===== config.mk =====
export PLATFORM = sky130hd
export DESIGN_NAME = seg_display_scanner
export DESIGN_NICKNAME = d
export VERILOG_FILES = /design/src/rtl/seg_display_scanner.sv
export SDC_FILE = /design/constraint.sdc
export NUM_CORES = 1
export LEC_CHECK = 0
export CAP_MARGIN = 20
export CORE_ASPECT_RATIO = 1.2
export CORE_UTILIZATION = 48
export DETAILED_ROUTE_END_ITERATION = 7
export PLACE_DENSITY_LB_ADDON = 0.08
export SYNTH_ARGS = -nofsm -noshare
export SYNTH_HDL_FRONTEND = slang
export SYNTH_SLANG_ARGS = --single-unit
export TNS_END_PERCENT = 30

===== constraint.sdc =====
create_clock -name clk -period 2.25 [get_ports clk]
set_input_delay 0.3375 -clock clk [delete_from_list [all_inputs] [get_ports clk]]
set_output_delay 0.3375 -clock clk [all_outputs]
set_load 0.005 [all_outputs]

===== src/rtl/seg_display_scanner.sv =====
// Time-multiplexed 4-digit seven-segment scanner: holds a BCD value, steps the digit index
// at a fixed refresh rate and drives registered active-low segment/dp patterns for that digit.
module seg_display_scanner #(
    parameter int REFRESH_DIV     = 100000,
    parameter bit LEAD_ZERO_BLANK = 1'b1
) (
    input  logic        clk,
    input  logic        rst_n,
    input  logic        load,
    input  logic [15:0] digits_in,
    input  logic [3:0]  dp_in,
    input  logic        blank,
    output logic [1:0]  digit_sel,
    output logic [6:0]  seg_n,
    output logic        dp_n,
    output logic        scan_tick
);

    localparam int            PW   = (REFRESH_DIV > 2) ? $clog2(REFRESH_DIV) : 1;
    localparam logic [PW-1:0] TERM = PW'(REFRESH_DIV - 1);

    logic [PW-1:0] presc_q;
    logic [PW-1:0] presc_d;
    logic          presc_tc;
    logic [1:0]    sel_d;
    logic [3:0]    digit_q [4];
    logic [3:0]    dp_q;
    logic [3:0]    lz_dark;
    logic [3:0]    nib;
    logic [6:0]    seg_d;
    logic          dp_d;

    function automatic logic [6:0] decode(input logic [3:0] v);
        logic [6:0] r;
        case (v)
            4'd0:    r = 7'b1000000;
            4'd1:    r = 7'b1111001;
            4'd2:    r = 7'b0100100;
            4'd3:    r = 7'b0110000;
            4'd4:    r = 7'b0011001;
            4'd5:    r = 7'b0010010;
            4'd6:    r = 7'b0000010;
            4'd7:    r = 7'b1111000;
            4'd8:    r = 7'b0000000;
            4'd9:    r = 7'b0010000;
            default: r = 7'b0111111;
        endcase
        return r;
    endfunction

    // Held display value; load is ignored while in reset.
    always_ff @(posedge clk) begin
        if (!rst_n) begin
            for (int i = 0; i < 4; i++) digit_q[i] <= '0;
            dp_q <= '0;
        end else if (load) begin
            digit_q[0] <= digits_in[3:0];
            digit_q[1] <= digits_in[7:4];
            digit_q[2] <= digits_in[11:8];
            digit_q[3] <= digits_in[15:12];
            dp_q       <= dp_in;
        end
    end

    // A digit is a leading zero only if it and every higher digit are exactly 0.
    always_comb begin
        lz_dark    = '0;
        lz_dark[3] = (digit_q[3] == 4'd0);
        lz_dark[2] = lz_dark[3] && (digit_q[2] == 4'd0);
        lz_dark[1] = lz_dark[2] && (digit_q[1] == 4'd0);
        lz_dark[0] = 1'b0;
    end

    // Patterns are built from the next digit index so seg_n/dp_n line up with digit_sel.
    always_comb begin
        presc_tc = (presc_q == TERM);
        presc_d  = presc_tc ? '0 : presc_q + 1'b1;
        sel_d    = presc_tc ? digit_sel + 2'd1 : digit_sel;
        nib      = digit_q[sel_d];
        seg_d    = decode(nib);
        dp_d     = ~dp_q[sel_d];
        if (LEAD_ZERO_BLANK && lz_dark[sel_d]) seg_d = 7'h7F;
        if (blank) begin
            seg_d = 7'h7F;
            dp_d  = 1'b1;
        end
    end

    always_ff @(posedge clk) begin
        if (!rst_n) begin
            presc_q   <= '0;
            digit_sel <= 2'd0;
            seg_n     <= 7'h7F;
            dp_n      <= 1'b1;
            scan_tick <= 1'b0;
        end else begin
            presc_q   <= presc_d;
            digit_sel <= sel_d;
            seg_n     <= seg_d;
            dp_n      <= dp_d;
            scan_tick <= presc_tc;
        end
    end

endmodule


=== Word level (Yosys, flattened, before mapping) ===
Memories as Yosys holds them, arrays and structs flattened. A register that Yosys moved wholly into a read port is not among the register bits.
Index checks and enable logic that the tools add are counted.

* Memories: 2
* Word-level logic and storage cells: 38
* ROM bits: 112
* Bits in writable memories: 16
* Output and inout port bits: 11
* Bits in registers: 25

* Mux-type cells: 13
* Equal/unequal tests: 1
* Reductions and logical operators: 8
* Magnitude comparators: 1
* Add/subtract/negate cells: 2
* Bitwise gates (word level): 6

{| class="wikitable"
|+ Memories
! memory !! depth !! width !! rd ports !! clocked after Yosys merged registers in !! wr ports !! RTL line !! text
|-
| (no name shown) || 16 || 7 || 1 || 1 || 0 || 35 || <nowiki>case (v)</nowiki>
|-
| digit_q || 4 || 4 || 4 || 0 || 4 || 26 || <nowiki>logic [3:0] digit_q [4];</nowiki>
|}

{| class="wikitable"
|+ Operators with widths
! operator !! number
|-
| 17-bit by 1-bit adder with 17-bit output, second input constant || 1
|-
| 17-bit equality test, second input constant || 1
|-
| 4-bit two-way mux || 4
|-
| 4-bit logical NOT || 3
|-
| 1-bit two-way mux || 6
|-
| 1-bit binary-select mux with 2-bit select || 2
|-
| 1-bit bitwise OR || 4
|-
| 2-bit OR reduction || 2
|-
| 2-bit by 3-bit < comparator with 1-bit output, second input constant || 1
|-
| 3-bit OR reduction || 1
|-
| 2-bit by 1-bit adder with 2-bit output, second input constant || 1
|-
| 1-bit logical AND || 2
|-
| 2-bit two-way mux || 1
|-
| 1-bit NOT || 2
|}

=== Longest topological paths before layout ===
An unclocked memory read counts as a cell.

* Depth in word-level cells: 7
* Mapped depth: 10

=== Least setup slack after synthesis ===
No wires, ideal clock.

* Path kind: register to register
* From: register presc_q[0]
* To: register seg_n[3]
* Required time: 2.168 ns
* Arrival time: 2.318 ns
* Cell stages (with the launch flop): 11
* Path slack: -0.150 ns
* Setup time: 0.082 ns
* Clock period less this slack: 2.400 ns
* Path buffers: 2
* Path through: dfxtp_1 -> ha_1 -> and4_1 -> buf_4 -> nand4_4 -> buf_6 -> mux2_2 -> a211oi_4 -> ha_1 -> or2b_1 -> o2111ai_1

* Longest elaborated chain between the ends: 5
* Elaborated cells on any way between the ends: 6
* Classes of those cells: 1 x eq/ne; 3 x mux; 1 x reduce/logical; 1 x memory

{| class="wikitable"
|+ RTL lines
! what !! RTL line !! text
|-
| from (decl) || 22 || <nowiki>logic [PW-1:0] presc_q;</nowiki>
|-
| from (signal assigned) || 97 || <nowiki>presc_q <= presc_d;</nowiki>
|-
| 17-bit equality test * || 76 || <nowiki>presc_tc = (presc_q == TERM);</nowiki>
|-
| 2-bit two-way mux * || 78 || <nowiki>sel_d = presc_tc ? digit_sel + 2'd1 : digit_sel;</nowiki>
|-
| 1-bit binary-select mux with 2-bit select || 82 || <nowiki>if (LEAD_ZERO_BLANK && lz_dark[sel_d]) seg_d = 7'h7F;</nowiki>
|-
| 1-bit two-way mux (implied by the code) || 82 ||
|-
| 3-bit OR reduction (no source line) || - ||
|-
| to (decl) || 14 || <nowiki>output logic [6:0] seg_n,</nowiki>
|}

Every way passes the cells marked *; elsewhere a longest branch is shown, timed or not. The select of a mux whose other input is x is not followed.
A chain may end at the register's enable or synchronous reset.

=== Worst setup path after layout ===
* From: register presc_q[12]
* To: register seg_n[3]

Same word-level chain as after synthesis.

==> results.py <==
metrics = {
    "outcome": {
        "status": "finished, final reports clean",
    },
    "timing": {
        "fin_ws_ps": 32.6,
        "max_clock_freq_mhz": 451,
        "fin_worst_skew_ps": 3.96,
        "post-route-min-period_ps": 2220,
        "finalHoldViolations": 0,
        "worst_pin_slew_ps": 541,
        "finalCritPeriodShare_pct": 98.6,
        "relSlewSlack_pct": 63.9,
        "setup_violations": 0,
        "maxSlewViolCount": 0,
        "rsz0062_at_grt": "yes",
    },
    "drt": {
        "drtIter0Drc": 70,
        "wl_per_cell_um": 13.7,
        "vias_per_cell": 5.28,
        "wl_met2_um": 2500,
        "ant_nets": 0,
        "vias": 1786,
        "met1Wirelength_um": 1900,
        "drt-total-wl_um": 4620,
        "wl_met3_um": 148,
        "drt_first_pass_iters": 4,
        "dr.max_layer_used": "met4",
        "drc": 0,
    },
    "cts": {
        "cts_buffers": 5,
        "cts.reportedPaths.clkPinSlew_ps": 80,
        "root_buffer": "clkbuf_8",
        "cts_tree": "built",
        "htree_levels": 2,
        "clock-sinks": 48,
        "cts_max_path_buffers": 2,
        "insertion_delay_ps": 300,
        "cts_hold_buffers": 0,
    },
    "floorplanning": {
        "die_w_um": 64.9,
        "io_pins": 35,
        "row_count": 27,
        "initial_core_util_pct": 50.0,
        "dieArea_sq_um": 5030,
        "core_area_sq_um": 4560,
        "fp.dieH_um": 77.5,
    },
    "synth": {
        "dominantRegCellSynth": "dfxtp_1",
        "syn_area_sq_um": 2280,
        "synth.ff_latch_count": 48,
        "async_flop_share_pct": 0,
        "yosysTopAreaCell": "dfxtp_1",
        "synth_top_area_share_pct": 28.1,
        "synth.area.top_cells": "dfxtp_1, edfxtp_1, nor2_1",
        "synth.distinct_cells": 48,
        "synth_area_per_cell_sq_um": 10.3,
        "yosysSeqAreaShare_pct": 49.2,
        "syn_inst": 221,
        "synth-edff-count": 16,
        "ys_warn_count": 0,
        "syn_nets": 247,
    },
    "critical_path": {
        "slowest_delay_ps": 350,
        "reg2reg_from": "presc_q[12]",
        "worst_r2r_endpoint": "seg_n[3]",
        "ff2ff_path_depth": 8,
        "critPathSlowestCell": "dfxtp_2",
        "crit_type": "reg -> reg",
        "r2r_slack_ps": 30,
        "startpoint_type": "flip-flop",
        "crit_family": "simple AND/OR/NAND/NOR gates",
        "cp_max_fo": 4,
        "cp_cell_sequence": "nor4b_4 > buf_4 > nand4_4 > mux2_2 > a211oi_4 > ha_1 > or2b_1 > o2111ai_1",
        "worst-path-buf-inv": 1,
        "arrival_ps": 2430,
        "required_ps": 2470,
        "end_kind": "flip-flop",
    },
    "global_routing": {
        "grt_pass1_wl_um": 7560,
        "antenna_found_initial": 0,
        "grtUsageTotal_pct": 19.5,
        "grt_max_degree": 21,
        "first_global_vias": 1677,
        "overflow": 0,
    },
    "pwr": {
        "power.density_nw_per_um2": 550,
        "irDropWorstVdd_mv": 0.367,
        "p_leak_nw": 1.22,
        "totalPowerFinal_mw": 1.66,
    },
    "placed_design": {
        "portBuffers": 34,
        "place_congestion": 0.897,
        "post-place-ws_ps": 7.30,
        "dpl_cell_area_sq_um": 2830,
        "hpwl_um": 3330,
    },
    "min_path": {
        "min_path_cells": 1,
        "hp-class": "reg -> reg",
        "hold_path_end": "presc_q[0]",
        "min_from": "presc_q[0]",
    },
    "flow_run": {
        "max-cap-violations": 0,
    },
    "final_layout": {
        "multi_input_area_sq_um": 1190,
        "areaGrowthSynthToFinish_pct": 32.5,
        "n_fill_cell": 387,
        "layout.nets": 305,
        "drive_above_1_share_pct": 22.5,
        "num_antenna_cells": 0,
        "seq_area_sq_um": 1130,
        "postLayoutCellArea_sq_um": 3020,
    },
}
## layout by cell type, fill, tap and decap left out, types with 4 or more instances in the layout
cell type and n:
nor2_1 43, clkdlybuf4s50_1 34, dfxtp_1 27, buf_4 25, and3_1 19, edfxtp_1 16
xor2_1 11, nand2_1 10, nand3_1 10, mux2i_1 7, o21ai_0 5, a21oi_1 5
xnor2_1 5, clkbuf_8 5, dfxtp_2 4
## metrics by stage
stage          hold WS, ps  utilization, %  cells  setup TNS [ps]
6_report               448            66.3    338               0
5_1_grt                464            66.3    338            -149
4_1_cts                462            64.2    334               0
3_5_place_dp           449            62.1    326               0
3_3_place_gp           441            62.1    326               0
2_1_floorplan          431               -    221            -120
## synth_stat cells, types with 2 or more instances
library cell / number
nor2_1: 43
a21oi_1: 6
mux2_2: 4
o21ai_0: 5
nand4_1: 2
nand3_1: 10
xor2_1: 11
and4bb_2: 2
mux2i_1: 8
nor3_1: 2
ha_1: 2
and3_1: 19
edfxtp_1: 16
xnor2_1: 5
nor4_1: 3
o22ai_1: 2
clkbuf_1: 6
dfxtp_1: 32
a211oi_4: 2
nand2_1: 10
nand2b_1: 3
o21ai_1: 2
## repair_timing
action | CTS | global route
cloned | 0 | 1
resized for setup | 1 | 15
setup buffers | 0 | 3
pin swaps | 0 | 6
endpoints found under the setup margin | 1 | 8
## area by class of cell
class / instances / area share [%]
inverters: 2 / 0.248
clock inverters: 2 / 0.373
clock buffers: 6 / 2.44
multi-input cells: 162 / 39.3
well taps: 58 / 2.40
flip-flops and latches: 48 / 37.4
repair buffers: 60 / 17.8
## how the worst max path moves through the flow
stage                          end  cells after the start   startpoint  slack, ps
after floorplan           seg_n[3]                     10   presc_q[0]        -90
after global placement    seg_n[3]                      8   presc_q[0]         90
after detailed placement  seg_n[3]                      8   presc_q[0]          7
after CTS                 seg_n[3]                      8   presc_q[0]         10
after global routing      seg_n[3]                      8  presc_q[12]        -70
final                     seg_n[3]                      8  presc_q[12]         30
## state kept, by name, indices dropped and copies added, names as in the netlist
register	cells
digit_sel	2
scan_tick	1
seg_n	7
dp_n	1
presc_q	17
dp_q	4
digit_q	16
## logic make-up (layout without fill, tap and decap cells)
group | after synthesis | after routing | share of synthesized area, %
AND/OR/NAND/NOR | 102 | 103 | 24.0
flip-flops | 48 | 48 | 49.2
AO/OA/AOI/OAI | 25 | 25 | 8.01
XOR/XNOR | 17 | 17 | 6.86
multiplexers | 15 | 15 | 8.29
buffers and inverters | 12 | 70 | 2.52
adder cells (fa/ha/maj) | 2 | 2 | 1.10
## worst register-to-register path, cell delays in order, from the launching register on
cell and delay, ps:
dfxtp_2 350, nor4b_4 350, buf_4 190, nand4_4 110, mux2_2 330, a211oi_4 230, ha_1 270, or2b_1 220
o2111ai_1 80
## power by group
part           total [mW]  switching (mW)  internal (mW)
sequential          0.963          0.0241          0.939
combinational       0.205          0.0884          0.117
clock               0.495           0.275          0.220
## per-layer routing
layer,track usage [%],vias to the layer above
met1,22.3,838
met3,3.38,9
met4,6.89,0
met2,35.5,41
li1,-,898
met5,0,-
Power figures use the tool's default switching activity.
